## src/rtl/jpeg_spi_buf_ctrl.sv

```systemverilog
// ---------------------------------------------------------------------------
// jpeg_spi_buf_ctrl
//
// Ring-buffer controller that shares one single-port byte RAM between the
// JPEG encoder (writer) and the SPI slave readout path (reader). The head
// byte is prefetched into a register so mem_data stays stable for the SPI
// slave. One byte is popped per mem_rd pulse. The number of complete frames
// held in the buffer is tracked for host polling.
//
// Parameters
//   ADDR_W      RAM address width, capacity DEPTH = 2**ADDR_W bytes
//   EMPTY_BYTE  value shown on mem_data when no head byte is held
//
// Ports
//   clk        single clock for all logic and the RAM
//   reset      synchronous active-high reset
//   flush      one-cycle pulse, empties the buffer (same effect as reset)
//   enc_wr     encoder byte strobe, taken only when enc_ready=1
//   enc_data   encoder byte
//   enc_eof    enc_data is the last byte of a frame
//   enc_ready  a byte can be accepted this cycle
//   mem_rd     one-cycle pop pulse from the SPI slave
//   mem_data   current head byte or EMPTY_BYTE
//   ram_en     RAM access enable (registered)
//   ram_we     RAM write enable, 1 = write (registered)
//   ram_addr   RAM address (registered)
//   ram_wdata  RAM write data {eof, data} (registered)
//   ram_rdata  RAM read data {eof, data}
//   frame_cnt  complete frames in the buffer, saturating
//   underrun   sticky, set by mem_rd with no head byte
// ---------------------------------------------------------------------------
module jpeg_spi_buf_ctrl #(
    parameter int         ADDR_W     = 17,
    parameter logic [7:0] EMPTY_BYTE = 8'hFF
) (
    input  logic              clk,
    input  logic              reset,
    input  logic              flush,
    input  logic              enc_wr,
    input  logic [7:0]        enc_data,
    input  logic              enc_eof,
    output logic              enc_ready,
    input  logic              mem_rd,
    output logic [7:0]        mem_data,
    output logic              ram_en,
    output logic              ram_we,
    output logic [ADDR_W-1:0] ram_addr,
    output logic [8:0]        ram_wdata,
    input  logic [8:0]        ram_rdata,
    output logic [7:0]        frame_cnt,
    output logic              underrun
);

    // DEPTH held with two spare bits so ram_cnt + hold_vld cannot overflow
    localparam logic [ADDR_W+1:0] DEPTH_L = {2'b01, {ADDR_W{1'b0}}};

    logic [ADDR_W-1:0] wr_ptr;
    logic [ADDR_W-1:0] rd_ptr;
    logic [ADDR_W:0]   ram_cnt;
    logic              hold_vld;
    logic [8:0]        hold_q;
    logic              head_vld;
    logic [8:0]        head_q;
    logic              rd_pend;

    logic [ADDR_W+1:0] fill_lvl;
    logic              rd_need;
    logic              wr_go;
    logic              accept;
    logic              pop_head;
    logic              pop_land;
    logic              frame_inc;
    logic              frame_dec;

    // A prefetch is needed whenever the head is empty, nothing is in flight
    // and the RAM still holds unfetched bytes. It always wins the RAM port.
    assign rd_need  = !head_vld && !rd_pend && (ram_cnt != '0);
    assign fill_lvl = {1'b0, ram_cnt} + {{(ADDR_W+1){1'b0}}, hold_vld};
    assign wr_go    = hold_vld && !rd_need && ({1'b0, ram_cnt} < DEPTH_L);

    // Hold may only be refilled if its current byte is guaranteed to commit
    // this cycle, i.e. no prefetch is stealing the RAM port.
    assign enc_ready = (fill_lvl < DEPTH_L) && (!hold_vld || !rd_need);
    assign accept    = enc_wr && enc_ready;

    // rd_pend and head_vld are never both set, so a pop during a landing
    // consumes the landing byte directly.
    assign pop_head  = mem_rd && head_vld;
    assign pop_land  = mem_rd && rd_pend;
    assign frame_inc = accept && enc_eof;
    assign frame_dec = (pop_head && head_q[8]) || (pop_land && ram_rdata[8]);

    assign mem_data = head_vld ? head_q[7:0] : EMPTY_BYTE;

    always_ff @(posedge clk) begin
        if (reset || flush) begin
            wr_ptr    <= '0;
            rd_ptr    <= '0;
            ram_cnt   <= '0;
            hold_vld  <= 1'b0;
            hold_q    <= '0;
            head_vld  <= 1'b0;
            head_q    <= '0;
            rd_pend   <= 1'b0;
            ram_en    <= 1'b0;
            ram_we    <= 1'b0;
            ram_addr  <= '0;
            ram_wdata <= '0;
            frame_cnt <= '0;
            underrun  <= 1'b0;
        end else begin
            rd_pend <= rd_need;

            // RAM arbitration: the access is decided here and driven on the
            // registered RAM outputs during the following cycle.
            if (rd_need) begin
                rd_ptr   <= rd_ptr + ADDR_W'(1);
                ram_cnt  <= ram_cnt - (ADDR_W+1)'(1);
                ram_en   <= 1'b1;
                ram_we   <= 1'b0;
                ram_addr <= rd_ptr;
            end else if (wr_go) begin
                wr_ptr    <= wr_ptr + ADDR_W'(1);
                ram_cnt   <= ram_cnt + (ADDR_W+1)'(1);
                ram_en    <= 1'b1;
                ram_we    <= 1'b1;
                ram_addr  <= wr_ptr;
                ram_wdata <= hold_q;
            end else begin
                ram_en <= 1'b0;
                ram_we <= 1'b0;
            end

            if (accept) begin
                hold_q   <= {enc_eof, enc_data};
                hold_vld <= 1'b1;
            end else if (wr_go) begin
                hold_vld <= 1'b0;
            end

            // Landing first, then the pop: a same-cycle pop discards the
            // landing byte so it never appears on mem_data.
            if (rd_pend) begin
                head_q   <= ram_rdata;
                head_vld <= !mem_rd;
            end else if (pop_head) begin
                head_vld <= 1'b0;
            end

            if (mem_rd && !head_vld && !rd_pend) begin
                underrun <= 1'b1;
            end

            if (frame_inc && !frame_dec && (frame_cnt != 8'hFF)) begin
                frame_cnt <= frame_cnt + 8'd1;
            end else if (frame_dec && !frame_inc && (frame_cnt != 8'h00)) begin
                frame_cnt <= frame_cnt - 8'd1;
            end
        end
    end

endmodule

```

## config.mk

```make
export PLATFORM = sky130hd
export DESIGN_NAME = jpeg_spi_buf_ctrl
export DESIGN_NICKNAME = d
export VERILOG_FILES = /design/src/rtl/jpeg_spi_buf_ctrl.sv
export SDC_FILE = /design/constraint.sdc
export NUM_CORES = 1
export LEC_CHECK = 0
export ABC_AREA = 1
export ABC_CLOCK_PERIOD_IN_PS = 3400
export CORE_ASPECT_RATIO = 1.4
export CORE_MARGIN = 2
export CORE_UTILIZATION = 45
export DETAILED_ROUTE_END_ITERATION = 16
export PLACE_DENSITY = 0.67
export SLEW_MARGIN = 20
export SYNTH_ARGS = -nofsm -noshare
export SYNTH_HDL_FRONTEND = slang
export SYNTH_SLANG_ARGS = --single-unit
```

## constraint.sdc

```tcl
create_clock -name clk -period 3.4 [get_ports clk]
set_input_delay 0.85 -clock clk [delete_from_list [all_inputs] [get_ports clk]]
set_output_delay 0.85 -clock clk [all_outputs]
set_load 0.02 [all_outputs]
```

Word level (Yosys, flattened, before mapping). Cells that the tools add are included. W data, S select, Z words.

Add/subtract/negate cells: 7. Magnitude comparators: 2. Equality and inequality tests: 1. Multiplexer cells: 13. Bitwise logic cells: 1. Reduce and logical (&&, ||, !) cells: 35.

Operator list (number): $mux W18 (2); $add A17 B1 Y17 const B (2); $mux W17 (2); $mux W8 (3); $add A18 B1 Y19 (1); $lt A19 B18 Y1 const B (1); $add A18 B1 Y18 const B (1); $lt A18 B18 Y1 const B (1); $reduce_bool A18 Y1 (1); $sub A18 B1 Y18 const B (1); $logic_and A1 B1 Y1 (17); $add A8 B1 Y8 const B (1); $ne A8 B8 Y1 const B (1); $reduce_bool A2 Y1 (4); $reduce_bool A8 Y1 (1); $sub A8 B1 Y8 const B (1); $logic_not A1 Y1 (7); $mux W1 (6); $logic_or A1 B1 Y1 (3); $reduce_and A2 Y1 (1); $reduce_or A2 Y1 (1); $not A1 Y1 (1).

Register bits: 110. Bits of input ports: 23. Output and inout bits: 46. Word-level logic and storage cells: 73.

Depth between registers and ports, before layout. Gate-level depths: netlist of the first run.

Depth in word-level cells: 13. Mapped depth: 17. Depth with buffers taken out: 17.

Worst setup path after synthesis of the first run. OpenSTA, ideal clock, no wires.

Path kind: register -> register. Start: reg ram_cnt[13]. End: reg ram_cnt[9]. Library setup time: 0.120 ns. Arrival: 2.866 ns. Data required time: 3.280 ns. Path slack: 0.414 ns. Cell stages (with the launch flop): 15. Buffers on the path: 1. Period minus slack after synthesis: 2.986 ns. Cell sequence: dfxtp_1 > nor2_1 > and2_0 > nand3_2 > nand2_2 > inv_4 > clkbuf_1 > ha_1 > a21oi_1 > o21ai_0 > nor2_1 > o21ai_0 > a21boi_0 > xor2_1 > a21oi_1.

Longest elaborated chain between the ends: 6. Elaborated cells on any way between the ends: 8. Those cells by class: order compare (1); mux (1); reduce/logical (6).

Ends and longest elaborated chain: from (decl) (RTL line 59) `logic [ADDR_W:0] ram_cnt;`; from (signal assigned) (RTL line 118) `ram_cnt <= ram_cnt - (ADDR_W+1)'(1);`; from (signal assigned) (RTL line 124) `ram_cnt <= ram_cnt + (ADDR_W+1)'(1);`; $reduce_bool A18 Y1 * (RTL line 77) `assign rd_need = !head_vld && !rd_pend && (ram_cnt != '0);`; $logic_and A1 B1 Y1 * (RTL line 77); net rd_need (RTL line 67) `logic rd_need;`; $logic_not A1 Y1 (RTL line 79) `assign wr_go = hold_vld && !rd_need && ({1'b0, ram_cnt} < DEPTH_L);`; $logic_and A1 B1 Y1 (2 in a row) (RTL line 79); $reduce_bool A2 Y1 (no line).

Mark *: on every way through the listed nets, which the timed path passes. The rest lies on a longest branch. A chain may end at the register's enable or synchronous reset.

Worst setup path in the final report of the first run.
Start: in ram_rdata[8]. End: reg frame_cnt[6].

Longest elaborated chain between the ends: 6. Elaborated cells on any way between the ends: 9. Those cells by class: mux (1); reduce/logical (8).

Ends and longest elaborated chain: from (decl) (RTL line 49) `input logic [8:0] ram_rdata,`; $logic_and A1 B1 Y1 * (RTL line 91) `assign frame_dec = (pop_head && head_q[8]) || (pop_land && ram_rdata[8]);`; $logic_or A1 B1 Y1 * (RTL line 91); $logic_not A1 Y1 (RTL line 154) `if (frame_inc && !frame_dec && (frame_cnt != 8'hFF)) begin`; $logic_and A1 B1 Y1 (2 in a row) (RTL line 154); $mux W8 / $reduce_bool A2 Y1 (equally long branches); to (signal assigned) (RTL line 155) `frame_cnt <= frame_cnt + 8'd1;`; to (signal assigned) (RTL line 157) `frame_cnt <= frame_cnt - 8'd1;`; to (decl) (RTL line 50) `output logic [7:0] frame_cnt,`.

Every way passes the cells marked *; elsewhere a longest branch is shown, timed or not.

==> results.md, run 1 <==
- Pins Over Slew Limit: 0
- 1st-pass router iterations: 5
- Post-synth EDFFs: 0
- Num CTS Buffers: 9
- Final hold viol count: 0
- CTS Hold Bufs: 0
- WHS Path Cells: 2
- WS Path Type: in2reg
- Slew Limit Headroom: 0.580
- Min-delay worst type: reg2reg
- Status: finished, final reports clean
- Crit path time final: 3.16 ns
- RSZ-0062 raised after global routing: false
- Area fraction of the dominant cell type after synthesis: 0.395
- Worst-path fanout max: 10
- CP dominant cell by count: a21oi_1
- PostCTS Resize Cnt: 0
- Synth-to-layout area growth: 19.8%
- Endpoint class of the critical path: flop
- Initial core utilization: 0.457
- Final ANT Viol Nets: 0
- Crit-path max cell delay: 0.43 ns
- Ys async rst share: 0
- Post-route core utilization: 0.548
- Clk slew on worst S/H paths: 0.08 ns
- PD cells: 769 nW/µm²
- Post-synthesis net count: 815
- Clock Skews: 0.0123 ns
- Max-cap violation count: 0
- Area contributors post-synth: dfxtp_1 40%, nand2_1 12%, a21oi_1 9.8%, ha_1 5.6%, nand3_1 4.0%
- Tot GR Track Use: 0.210
- Die width: 98.0 µm
- Yosys top cell by area: dfxtp_1
- Antenna diodes: 0
- Finish-stage setup viols: 0
- Crit path depth: 13
- Hpwl dp: 10300 µm
- Antenna violations before repair: 0
- Routed WL per cell: 14.2 µm
- CTS tree: done
- Slew @ Worst Pin: 0.630 ns
- Crit path buf inv count: 1
- Gate Count Post-Synth: 765
- Root buf cell: clkbuf_16
- Fmax: 317 MHz
- Initial DRC Count: 228
- Port Buffer Count: 68
- R2R depth: 16
- Yosys warning count: 0
- Worst VDD drop: 0.641 mV
- Mean post-synth cell area: 7.28 µm²
- Cells along the critical path: clkdlybuf4s50_1 -> nand2_1 -> nand2_1 -> a21oi_1 -> nand2_1 -> ha_1 -> a21oi_1 -> o21ai_0 -> a21oi_1 -> nor2_1 -> nor2_1 -> xor2_1 -> a21oi_1
- Number of nets in the layout: 878
- Leak pwr: 0.00242 µW
- WHS: 0.459 ns
- First-pass GRT wire length: 23000 µm
- Register bit total from synthesis: 110
- Post-CTS Setup Inserts: 0
- Synth Flop Type: dfxtp_1
- Clk_lat worst skew: 0.35 ns
- H-tree depth: 3
- Slowest stage cell on the critical path: ha_1
- Via-to-Cell Ratio: 5.34
- Sequential element share of the synthesized area: 0.395
- Routed wire length: 13900 µm
- Clock sink total: 110
- Vias in the first global route: 4950
- Die Y: 136 µm
- Core area: 12200 µm²
- Final Cycle Share: 0.929
- Vias: 5244
- Worst path arrival time: 3.38 ns
- Die area: 13300 µm²
- Fillers: 1161
- GP Congestion: 0.873
- CP top delay family: compound AO/OA/AOI/OAI gates
- Rows: 48
- Post-Syn Area: 5570 µm²
- Remaining DRCs: 0
- Critical Path RT: 3.63 ns
- Critical Path Start Type: primary input
- Synth unique cells: 42
- Layout cell share with drive strength beyond 1: 0.0529
- Worst-case clock buffer depth: 2
- Grt total ovfl: 0
- Largest net degree at the start of global routing: 48
- Ports: 69
## worst reg2reg max path, cell delays in order, from the launching register on
cell     delay [ns]
dfxtp_1        0.34
nor2_1         0.13
nand2_1        0.06
nor2_1         0.15
nand3_2        0.13
nand3_1        0.15
nand4_1        0.16
inv_1          0.11
nand2_1        0.21
ha_1           0.43
a21oi_1        0.21
o21ai_0        0.19
a21oi_1        0.16
nor2_1         0.05
nor2_1         0.12
xor2_1         0.19
a21oi_1        0.09
## kinds of logic (layout without fill, tap and decap cells)
logic type      Yosys count  count (layout)  share of synthesized area
simple gates            327             327                      0.254
compound gates          184             184                      0.180
flops                   110             110                      0.395
buf+inv                  89             156                     0.0638
xor+xnor                 28              28                     0.0440
fa+ha+maj                27              27                     0.0633
## report_power, final
group	switching (µW)	internal (µW)
logic	1620	954
clock network	494	507
registers	137	1420
total	2250	2880
## metal layers
metal / global-route usage / wire length, µm
met5: 0 / 0
met4: 0.0787 / 301
met2: 0.393 / 7490
met1: 0.247 / 5760
met3: 0.0186 / 355
## final timing paths
check | startpoint | endpoint | slack (ns)
setup / recovery | ram_rdata[8] | frame_cnt[6] | 0.24
hold / removal | hold_q[4] | ram_wdata[4] | 0.46
setup reg to reg | ram_cnt[2] | frame_cnt[6] | 0.42
hold reg to reg | hold_q[4] | ram_wdata[4] | 0.46
## registers in the layout, indices dropped and copies added, names as in the netlist, 8 cells and up
register and count:
ram_cnt 18, ram_addr 17, rd_ptr 17, frame_cnt 8
wr_ptr 17, hold_q 9, ram_wdata 9, head_q 9
## cell type report
type | instances | area (µm²) | area share
Sequential cell | 110 | 2200 | 0.330
Clock inverter | 6 | 53.8 | 0.00806
Multi-Input combinational cell | 566 | 3020 | 0.452
Tap cell | 150 | 188 | 0.0281
Timing Repair Buffer | 77 | 748 | 0.112
Clock buffer | 9 | 225 | 0.0337
Inverter | 64 | 243 | 0.0364
## per-stage QoR
stage	setup WS (ns)	area, µm²	setup TNS [ns]	std cells	power, µW
6_report	0.243	6680	0	982	5130
5_1_grt	0.0348	6680	0	982	5590
4_1_cts	0.333	6680	0	982	5160
3_5_place_dp	-0.0370	6400	-0.0435	967	4150
3_3_place_gp	0.124	6400	0	967	4080
2_1_floorplan	0.414	5570	0	765	3570
## Yosys cell counts, types with 2 or more instances
library cell  count
nand2_1         171
dfxtp_1         110
a21oi_1         109
inv_1            58
nor2_1           56
nand3_1          44
o21ai_0          37
ha_1             25
nor3_1           20
xor2_1           19
clkbuf_1         16
nand4_1          12
or2_2            10
xnor2_1           9
a22oi_1           7
o21ai_1           7
o221ai_1          7
a31oi_1           6
buf_2             6
nor4_1            4
inv_2             3
a21o_1            2
and3_1            2
clkinv_1          2
fa_1              2
nor2_2            2
o211ai_1          2
o21bai_1          2
o31ai_1           2
## cell usage in the layout (no fill, tap or decap), types with 2 or more instances in the layout
cell type        netlist  routed
inv_2                  3       3
a21o_1                 2       2
buf_4                  1       9
o21ai_1                7       7
clkinv_1               2       2
dfxtp_1              110     110
nand2_1              171     171
or2_2                 10      10
and3_1                 2       2
o211ai_1               2       2
a22oi_1                7       7
nor2_2                 2       3
xor2_1                19      19
o31ai_1                2       2
nor3_1                20      20
nor2_1                56      55
nand4_1               12      12
inv_6                  0       2
inv_1                 58      58
fa_1                   2       2
o21ai_0               37      37
clkbuf_16              0       9
nand3_1               44      44
xnor2_1                9       9
a21oi_1              109     109
ha_1                  25      25
o21bai_1               2       2
clkdlybuf4s50_1        0      68
o221ai_1               7       7
nor4_1                 4       4
a31oi_1                6       6
clkinv_4               0       2
Note: power is estimated with default switching activity, not from simulation.
==> inputs of run 2 (changes only) <==
--- a/config.mk
+++ b/config.mk
@@ -10,6 +10,7 @@
 export CORE_ASPECT_RATIO = 1.4
 export CORE_MARGIN = 2
 export CORE_UTILIZATION = 45
+export CTS_CLUSTER_DIAMETER = 80
 export DETAILED_ROUTE_END_ITERATION = 16
 export PLACE_DENSITY = 0.67
 export SLEW_MARGIN = 20
==> results of run 2 <==
Same layout as run 1: the final DEF is identical, and so are final timing and power.
==> inputs of run 3 (changes only) <==
--- a/config.mk
+++ b/config.mk
@@ -12,6 +12,7 @@
 export CORE_UTILIZATION = 45
 export CTS_CLUSTER_DIAMETER = 80
 export DETAILED_ROUTE_END_ITERATION = 16
+export GPL_ROUTABILITY_DRIVEN = 0
 export PLACE_DENSITY = 0.67
 export SLEW_MARGIN = 20
 export SYNTH_ARGS = -nofsm -noshare
==> results of run 3 <==
Same layout as run 1: the final DEF is identical, and so are final timing and power.
